[src/rtl/frame_packer.sv]
// Packs a byte stream MSB-first into FRAME_W-bit frames and launches each one with a start pulse.
// Optional FRAME_PACKER_ZERO_PAD_EN: s_last ends a frame early and zero-fills the low bytes.
module frame_packer #(
  parameter int unsigned BYTE_W  = 8,
  parameter int unsigned FRAME_W = 192,
  parameter int unsigned CNT_W   = 16
) (
  input  logic               clk,
  input  logic               reset,
  input  logic [BYTE_W-1:0]  s_data,
  input  logic               s_valid,
  output logic               s_ready,
  input  logic               s_last,
  output logic [FRAME_W-1:0] frame_data,
  output logic               frame_start,
  input  logic               ds_busy,
  input  logic               ds_done,
  output logic [CNT_W-1:0]   frame_count,
  output logic               in_flight
);

  localparam int unsigned NBEATS = FRAME_W / BYTE_W;
  localparam int unsigned BEAT_W = (NBEATS > 1) ? $clog2(NBEATS) : 1;
  localparam logic [BEAT_W-1:0] LAST_BEAT = BEAT_W'(NBEATS - 1);

  typedef enum logic [1:0] {S_IDLE, S_ISSUE, S_WAIT} state_t;

  state_t              state_q, state_d;
  logic [FRAME_W-1:0]  asm_q, asm_shift, asm_next;
  logic [BEAT_W-1:0]   beat_q;
  logic                asm_full_q, asm_full_d;
  logic                ready_q, start_q;
  logic [FRAME_W-1:0]  frame_q;
  logic [CNT_W-1:0]    count_q;
  logic                accept, frame_end, load, launch;

  assign accept = s_valid && ready_q;

  // Shifting in at the bottom leaves byte 0 in the top slot once all NBEATS bytes are in.
  assign asm_shift = {asm_q[FRAME_W-BYTE_W-1:0], s_data};

`ifdef FRAME_PACKER_ZERO_PAD_EN
  int unsigned pad_sh;
  assign frame_end = accept && ((beat_q == LAST_BEAT) || s_last);
  // A short frame is left-justified so unfilled low-order bytes read as zero.
  always_comb begin
    pad_sh   = BYTE_W * 32'(LAST_BEAT - beat_q);
    asm_next = s_last ? (asm_shift << pad_sh) : asm_shift;
  end
`else
  logic unused_s_last;
  assign unused_s_last = s_last;
  assign frame_end     = accept && (beat_q == LAST_BEAT);
  assign asm_next      = asm_shift;
`endif

  always_ff @(posedge clk) begin
    if (reset) state_q <= S_IDLE;
    else       state_q <= state_d;
  end

  always_comb begin
    state_d = state_q;
    load    = 1'b0;
    launch  = 1'b0;
    case (state_q)
      S_IDLE: begin
        if (asm_full_q) begin
          load    = 1'b1;
          state_d = S_ISSUE;
        end
      end
      S_ISSUE: begin
        if (!ds_busy) begin
          launch  = 1'b1;
          state_d = S_WAIT;
        end
      end
      S_WAIT: begin
        if (ds_done) begin
          if (asm_full_q) begin
            load    = 1'b1;
            state_d = S_ISSUE;
          end else begin
            state_d = S_IDLE;
          end
        end
      end
      default: state_d = S_IDLE;
    endcase
  end

  always_comb begin
    in_flight = (state_q != S_IDLE);
  end

  // Load (asm_full set) and accept (asm_full clear) can never coincide on one edge.
  always_comb begin
    asm_full_d = asm_full_q;
    if (load)      asm_full_d = 1'b0;
    if (frame_end) asm_full_d = 1'b1;
  end

  always_ff @(posedge clk) begin
    if (reset) begin
      asm_q      <= '0;
      beat_q     <= '0;
      asm_full_q <= 1'b0;
      ready_q    <= 1'b0;
      frame_q    <= '0;
      start_q    <= 1'b0;
      count_q    <= '0;
    end else begin
      asm_full_q <= asm_full_d;
      ready_q    <= !asm_full_d;
      start_q    <= launch;
      if (accept) begin
        asm_q  <= asm_next;
        beat_q <= frame_end ? '0 : beat_q + BEAT_W'(1);
      end
      if (load)   frame_q <= asm_q;
      if (launch) count_q <= count_q + CNT_W'(1);
    end
  end

  assign s_ready     = ready_q;
  assign frame_data  = frame_q;
  assign frame_start = start_q;
  assign frame_count = count_q;

endmodule

[config.mk]
export PLATFORM = sky130hd
export DESIGN_NAME = frame_packer
export DESIGN_NICKNAME = d
export VERILOG_FILES = /design/src/rtl/frame_packer.sv
export SDC_FILE = /design/constraint.sdc
export NUM_CORES = 1
export LEC_CHECK = 0
export ABC_CLOCK_PERIOD_IN_PS = 2400
export CAP_MARGIN = 10
export CORE_ASPECT_RATIO = 0.5
export CORE_MARGIN = 4
export CORE_UTILIZATION = 45
export DETAILED_ROUTE_END_ITERATION = 16
export GPL_TIMING_DRIVEN = 0
export PLACE_DENSITY = 0.69
export RECOVER_POWER = 50
export SETUP_SLACK_MARGIN = 0.15
export SLEW_MARGIN = 10
export SYNTH_ARGS = -nofsm -noshare
export SYNTH_HDL_FRONTEND = slang
export SYNTH_SLANG_ARGS = --single-unit
[constraint.sdc]
create_clock -name clk -period 2.4 [get_ports clk]
set_input_delay 0.36 -clock clk [delete_from_list [all_inputs] [get_ports clk]]
set_output_delay 0.36 -clock clk [all_outputs]
set_load 0.01 [all_outputs]
### After elaboration in Yosys (flattened, before gate mapping)

Index checks and enable logic that the tools add are counted.

| storage, ports and cells | value |
|---|---|
| flip-flop bits (word level) | 410 |
| word-level logic and storage cells | 35 |
| bits of input ports | 14 |
| output and inout bits | 211 |

| operators by class | value |
|---|---|
| add/sub/neg operators | 2 |
| eq/ne operators | 6 |
| mux-type cells | 13 |
| reduce and logical (&&, ||, !) cells | 6 |

Operator list:

| cell | number |
|---|---|
| adder 16 x 1 -> 16 bit (second input constant) | 1 |
| two-way mux 1 bit | 7 |
| two-way mux 2 bit | 3 |
| inequality test 2 bit (second input constant) | 3 |
| case mux 2 bit (3 select lines) | 1 |
| adder 5 x 1 -> 5 bit (second input constant) | 1 |
| equality test 5 bit (second input constant) | 1 |
| two-way mux 5 bit | 1 |
| AND reduction 3 bit | 1 |
| equality test 2 x 1 -> 1 bit (second input constant) | 1 |
| equality test 2 bit (second input constant) | 1 |
| logical AND 1 bit | 2 |
| zero test 2 bit | 1 |
| case mux 1 bit (2 select lines) | 1 |
| nonzero test 2 bit | 1 |
| zero test 1 bit | 1 |

### Logic depth before layout (Yosys ltp)

Gate-level depths: netlist of run 1.

| depth | value |
|---|---|
| depth after elaboration | 6 |
| mapped depth | 7 |
| depth with buffers taken out | 5 |

### Worst setup path before layout of run 1

OpenSTA, ideal clock, no wires.

| timing | value |
|---|---|
| path kind | reg2reg |
| from | register state_q[0] |
| to | register count_q[12] (netlist: frame_count[12]) |
| data arrival time | 1.765 ns |
| period minus slack after synthesis | 1.835 ns |
| buffers on the path | 2 |
| cell stages (with the launch flop) | 7 |
| required time | 2.330 ns |
| slack | 0.565 ns |
| setup time | 0.070 ns |
| cells stage by stage | dfxtp_1 or3b_1 buf_2 or2_1 buf_2 or4_1 a21oi_1 |

| between the ends | value |
|---|---|
| cells in the longest elaborated chain, start to end | 2 |

Ends and longest elaborated chain:

| item | line | source |
|---|---|---|
| start: declaration | 28 | `state_t state_q, state_d;` |
| start signal: assignment | 59 | `else state_q <= state_d;` |
| equality test 2 x 1 -> 1 bit | 66 | `case (state_q)` |
| two-way mux 1 bit | 66 |  |
| end signal: assignment | 122 | `if (launch) count_q <= count_q + CNT_W'(1);` |
| end: declaration | 34 | `logic [CNT_W-1:0] count_q;` |

Every way passes these cells.
A chain may end at the register's enable or synchronous reset.

### Worst setup path after layout of run 1

| timing | value |
|---|---|
| from | register state_q[0] |
| to | register count_q[14] (netlist: frame_count[14]) |

Same word-level chain as after synthesis.

==> key figures, run 1 <==
Run status
  – Status: finished, final reports clean

Setup path
  – Critical Path Start Type: flip-flop
  – Data arrival, critical path: 2.54 ns
  – Crit end category: flip-flop
  – Most frequent cell on the critical path: clkbuf_1
  – Delay-heaviest family, CP: simple AND/OR/NAND/NOR gates
  – Worst path max stage delay: 0.48 ns
  – Crit path kind: reg2reg
  – Largest fanout on the critical path: 7
  – Required time worst endpoint: 2.85 ns
  – Critical-path cell list: or3b_1 -> clkbuf_1 -> or2_1 -> clkbuf_1 -> or4_1 -> a21oi_1
  – Critical path buffer and inverter count: 2
  – CP max-delay cell: or4_1

Power and ir drop
  – Power Dens Cells: 738 mW/mm²
  – P_leak: 6.46 nW
  – Total power: 0.0134 W
  – Worst IR Drop VDD: 569 µV

Timing
  – Worst Skew: 0.0108 ns
  – Maximum clock frequency: 477 MHz
  – Actual slew at the worst max-slew pin: 0.803 ns
  – Hold Slack: 0.398 ns
  – Worst slew margin: 46.5%
  – Tmin final: 2.10 ns
  – Worst Setup Slack, final: 0.303 ns
  – RSZ-0062 raised after global routing: false
  – Setup violators final: 0
  – Final hold violation count: 0
  – Final Cycle Share: 87.4%
  – Slew Limit Fails: 0

Synthesis
  – FF+latch count, synth: 410
  – Syn Nets: 1809
  – Async S/R FF share, synth: 0%
  – Synth area leaders: dfxtp_1, nand2_1, a21oi_1
  – Gate count of the mapped netlist: 1793
  – Ys Warns: 0
  – Distinct cell type count after synthesis: 32
  – Post-Syn Area: 0.0141 mm²
  – Post-synth EDFFs: 0
  – Main synth FF type: dfxtp_1
  – Register area share after synthesis: 58.2%
  – Yosys top cell area share: 58.2%
  – Mean Syn Cell Area: 7.87 µm²
  – Largest area contributor in the netlist: dfxtp_1

Die
  – Die W: 258 µm
  – Core area: 0.0306 mm²
  – I/O pins: 225
  – Rows: 45
  – Die height: 133 µm
  – DIE AREA: 0.0344 mm²
  – Initial Utilization: 46.1%

Route
  – Detailed Route WL: 37.5 mm
  – Initial DRC Count: 796
  – Post-DR wirelength/cell: 15.0 µm
  – Vias per cell: 4.96
  – Drt first pass iters: 5
  – DR vias: 12400
  – DRC violations left: 0
  – Routed Antenna Nets: 0

GRT
  – Top Usage Layer GRT: met2
  – Gr ovfl total: 0
  – GRT Util Overall: 21.1%
  – Vias in the first global route: 11700
  – Initial antenna violation count: 0
  – Global-route wire length before repair: 60.3 mm
  – GRT met1 Usage: 28.7%
  – GR Util met3: 3.34%
  – Met2 Use GR: 35.1%
  – Largest net degree at the start of global routing: 17

Layout
  – Share of layout cells above drive strength 1: 2.93%
  – Syn-to-layout area delta: 28.5%
  – Final #Nets: 2069
  – Layout Cells excl Fill: 2502
  – N_diodes: 0
  – Most common cell after layout, fill and taps aside: nand2_1
  – Most frequent cells in the layout: nand2_1, dfxtp_1, a21oi_1

Clock tree
  – H-tree depth: 2
  – Hold_buf cts: 0
  – Root buf cell: clkbuf_16
  – Worst-case clock buffer depth: 3
  – CTS buffer count: 36
  – Clock Latency Late Sink: 0.52 ns
  – Setup repair bufs after CTS: 0
  – Clock sink count: 410
  – CTS tree: done
  – Reg clk slew, reported paths: 0.07 ns

Placement
  – Setup WS pre-CTS: -0.314 ns
  – DP Wirelength: 26.7 mm
  – RD Place Congestion: 0.805
  – Placed Cells: 2438
  – IO Port Bufs: 222

Hold path
  – Hold WC Path Type: in2reg

Job
  – Max-Cap Viols: 0
-- synthesized netlist by cell type (2+ instances only) --
| library cell | n |
|---|---|
| clkbuf_1 | 123 |
| buf_1 | 9 |
| nand2_1 | 781 |
| or3_1 | 2 |
| nor3_1 | 3 |
| or4_1 | 4 |
| nand4_1 | 7 |
| xnor2_1 | 4 |
| a21oi_1 | 395 |
| buf_2 | 2 |
| nand3b_1 | 2 |
| ha_1 | 2 |
| and4_1 | 2 |
| o21ai_0 | 3 |
| o31ai_1 | 4 |
| xor2_1 | 8 |
| nor2_1 | 15 |
| dfxtp_1 | 410 |
| nand3_1 | 4 |
-- final timing paths --
check / cells after the start / end / from / slack [ns]
max: 6 / frame_count[14]$_SDFFE_PP0P_ / state_q[0]$_SDFFE_PP0P_ / 0.30
min: 3 / asm_q[1]$_SDFFE_PP0P_ / s_data[1] / 0.40
max reg2reg: 6 / frame_count[14]$_SDFFE_PP0P_ / state_q[0]$_SDFFE_PP0P_ / 0.30
min reg2reg: 2 / frame_data[143]$_SDFFE_PP0P_ / frame_data[143]$_SDFFE_PP0P_ / 0.45
-- state kept, by name (all words and copies together) (netlist names) --
| signal | count |
|---|---|
| s_ready | 1 |
| asm_q | 192 |
| frame_data | 192 |
| beat_q | 5 |
| frame_count | 16 |
| frame_start | 1 |
| asm_full_q | 1 |
| state_q | 2 |
-- per-stage QoR --
stage	instance area, µm²	TNS (ns)	utilization (%)
after CTS	18100	0	59.3
after floorplan	14100	0	-
final	18100	0	59.3
after global placement	16900	-60.64	55.1
after global routing	18100	0	59.3
after detailed placement	16900	-69.45	55.1
-- logic make-up after synthesis --
logic type | count (synthesis) | synth area share, %
buffers and inverters | 135 | 3.61
XOR/XNOR | 12 | 0.745
flip-flops | 410 | 58.2
AND/OR/NAND/NOR | 831 | 22.9
adder cells (fa/ha/maj) | 2 | 0.177
AO/OA/AOI/OAI | 403 | 14.4
-- report_power, final --
part / internal [W] / leakage, nW / switching, W
sequential: 0.00681 / 3.30 / 0.00000954
combinational: 0.0000577 / 2.54 / 0.000250
clock: 0.00375 / 0.622 / 0.00250
total: 0.0106 / 6.46 / 0.00276
-- metal layers --
metal	vias to the layer above	wire (µm)
li1	6324	-
met1	5800	17400
met2	205	17700
met3	70	1300
met4	0	1060
met5	-	0
-- final cells by class --
class | instances | area (µm²)
timing repair buffer | 222 | 2220
fill | 2759 | 12400
inverter | 1 | 3.75
buffer | 134 | 508
clock buffer | 52 | 1030
tap | 423 | 529
clock inverter | 12 | 235
sequential | 410 | 8210
multi-input combinational | 1248 | 5390
-- tightest hold or removal path, cell delays in order --
cell             delay (ns)
clkdlybuf4s50_1        0.40
nand2_1                0.06
a21oi_1                0.05
-- timing repair --
item,in CTS,in global routing
gates resized for setup,1,9
endpoints found under the hold margin,0,0
endpoints found under the setup margin,11,196
(Power assumes the default switching activity.)
==> run 2: changes to the inputs <==
--- a/config.mk
+++ b/config.mk
@@ -6,13 +6,14 @@
 export NUM_CORES = 1
 export LEC_CHECK = 0
 export ABC_CLOCK_PERIOD_IN_PS = 2400
-export CAP_MARGIN = 10
+export CAP_MARGIN = 20
 export CORE_ASPECT_RATIO = 0.5
 export CORE_MARGIN = 4
 export CORE_UTILIZATION = 45
 export DETAILED_ROUTE_END_ITERATION = 16
+export DONT_BUFFER_PORTS = 1
 export GPL_TIMING_DRIVEN = 0
-export PLACE_DENSITY = 0.69
+export PLACE_DENSITY = 0.66
 export RECOVER_POWER = 50
 export SETUP_SLACK_MARGIN = 0.15
 export SLEW_MARGIN = 10
==> key figures, run 2 (synthesized netlist as in run 1, its figures left out) <==
Run status
  – Status: finished, final reports clean

Timing
  – Worst slew margin: 45.2%
  – Worst Skew: 0.0119 ns
  – Setup violators final: 0
  – Slew Limit Fails: 0
  – Actual slew at the worst max-slew pin: 0.821 ns
  – Sum Neg Setup Slack: 0 ns
  – Hold Slack: 0.0848 ns
  – Maximum clock frequency: 479 MHz
  – Final Cycle Share: 87.0%
  – Tmin final: 2.09 ns
  – Final hold violation count: 0
  – RSZ-0062 raised after global routing: false

Clock tree
  – H-tree depth: 2
  – Clock Latency Late Sink: 0.52 ns
  – Setup repair bufs after CTS: 0
  – CTS tree: done
  – Root buf cell: clkbuf_16
  – CTS buffer count: 37
  – Clock sink count: 410
  – Worst-case clock buffer depth: 3
  – Reg clk slew, reported paths: 0.07 ns

Die
  – Die W: 258 µm
  – DIE AREA: 0.0344 mm²
  – Core area: 0.0306 mm²
  – I/O pins: 225
  – Initial Utilization: 46.1%
  – Die height: 133 µm
  – Rows: 45

Setup path
  – Worst Setup SP: s_ready$_SDFF_PP0_
  – Critical-path cell list: nand2_1 -> clkbuf_1 -> clkbuf_1 -> nand2_1 -> a21oi_1
  – CP max-delay cell: clkbuf_1
  – Data arrival, critical path: 2.54 ns
  – Crit path kind: reg2reg
  – Required time worst endpoint: 2.85 ns
  – Largest fanout on the critical path: 10
  – Crit end category: flip-flop
  – Worst path max stage delay: 0.62 ns
  – Critical Path Start Type: flip-flop
  – Reg-to-reg startpoint: s_ready$_SDFF_PP0_

Power and ir drop
  – Comb pwr share: 2.3%
  – Flop pwr share: 51.5%
  – Total power: 0.0133 W
  – Internal power: 0.0104 W
  – P_leak: 4.99 nW
  – Worst IR Drop VDD: 459 µV
  – Net Sw Frac: 21.5%
  – Power Dens Cells: 830 mW/mm²
  – Psw: 0.00285 W
  – Clk pwr share: 46.3%

Hold path
  – Hold path start: ds_done
  – Hold WC Path Type: in2reg

Layout
  – Most common cell after layout, fill and taps aside: nand2_1
  – Most frequent cells in the layout: nand2_1, dfxtp_1, a21oi_1
  – Util after Layout: 52.3%
  – Layout Cells excl Fill: 2290
  – Final #Nets: 1857
  – Share of layout cells above drive strength 1: 3.70%
  – N_diodes: 0
  – Syn-to-layout area delta: 13.3%

Route
  – DR vias: 11500
  – Detailed Route WL: 36.6 mm
  – Post-DR wirelength/cell: 16.0 µm
  – Routed Antenna Nets: 0
  – Vias per cell: 5.03
  – DRC violations left: 0
  – Drt first pass iters: 6
  – Initial DRC Count: 850

Placement
  – IO Port Bufs: 0
  – RD Place Congestion: 0.801
  – Placed Cells: 2216
  – DP Wirelength: 25.9 mm

Job
  – Max-Cap Viols: 0

GRT
  – Gr ovfl total: 0
  – Initial antenna violation count: 0
  – GRT Util Overall: 20.4%
  – Global-route wire length before repair: 57.9 mm
  – Vias in the first global route: 10800
  – Largest net degree at the start of global routing: 17
run 2: cell count changes in the layout (fill, tap and decap cells not counted), sizes merged:
| cell | before | now |
|---|---|---|
| clkdlybuf4s50 | 14 | 0 |
| clkinv | 5 | 6 |
| dlygate4sd3 | 208 | 9 |
| inv | 1 | 2 |
| clkinvlp | 0 | 4 |
| bufinv | 7 | 4 |
| buf | 6 | 9 |
| clkbuf | 180 | 175 |
run 2: worst paths after layout:
check        cells after the start                      end  slack, ns
max                              5    asm_q[3]$_SDFFE_PP0P_       0.31
min                              3  state_q[1]$_SDFFE_PP0P_       0.08
max reg2reg                      5    asm_q[3]$_SDFFE_PP0P_       0.31
min reg2reg                      2  asm_q[190]$_SDFFE_PP0P_       0.46
run 2: metrics by stage:
step,worst slack (ns),area [µm²]
finish,0.311,16000
global route,0.172,16000
CTS,0.170,16000
detailed placement,0.0764,14600
global placement,0.0780,14600
floorplan,0.565,14100
run 2: worst max-delay path: cells and delay by family (launching register included):
family | cells | cell delay (ns)
buf+inv | 2 | 1.09
compound gates | 1 | 0.14
flops | 1 | 0.38
simple gates | 2 | 0.40
run 2: metal layers:
layer | global-route usage [%] | up-vias | share of wire, %
li1 | - | 5912 | -
met1 | 27.8 | 5348 | 46
met2 | 34.1 | 211 | 48
met3 | 3.91 | 45 | 4.9
met4 | 4.31 | 0 | 1.7
met5 | 0 | - | 0
run 2: layout make-up:
| type | instances | area, µm² |
|---|---|---|
| Tap cell | 423 | 529 |
| Clock buffer | 50 | 1060 |
| Timing Repair Buffer | 9 | 90.1 |
| Multi-Input combinational cell | 1248 | 5390 |
| Fill cell | 3031 | 14600 |
| Clock inverter | 15 | 189 |
| Inverter | 1 | 3.75 |
| Buffer | 134 | 513 |
| Sequential cell | 410 | 8210 |
run 2: power by group through the flow:
stage | clock network, W | registers (W) | logic (W)
2_1_floorplan | 0 | 0.00697 | 0.000191
5_1_grt | 0.00657 | 0.00682 | 0.000334
6_report | 0.00613 | 0.00682 | 0.000299
4_1_cts | 0.00626 | 0.00682 | 0.000299
3_3_place_gp | 0 | 0.00698 | 0.000284
3_5_place_dp | 0 | 0.00698 | 0.000283
run 2: timing repair:
item	4_1_cts	5_1_grt
endpoints found under the hold margin	9	0
setup endpoints to repair	51	136
resized for setup	3	10
hold buffers	9	0
gates cloned	0	0
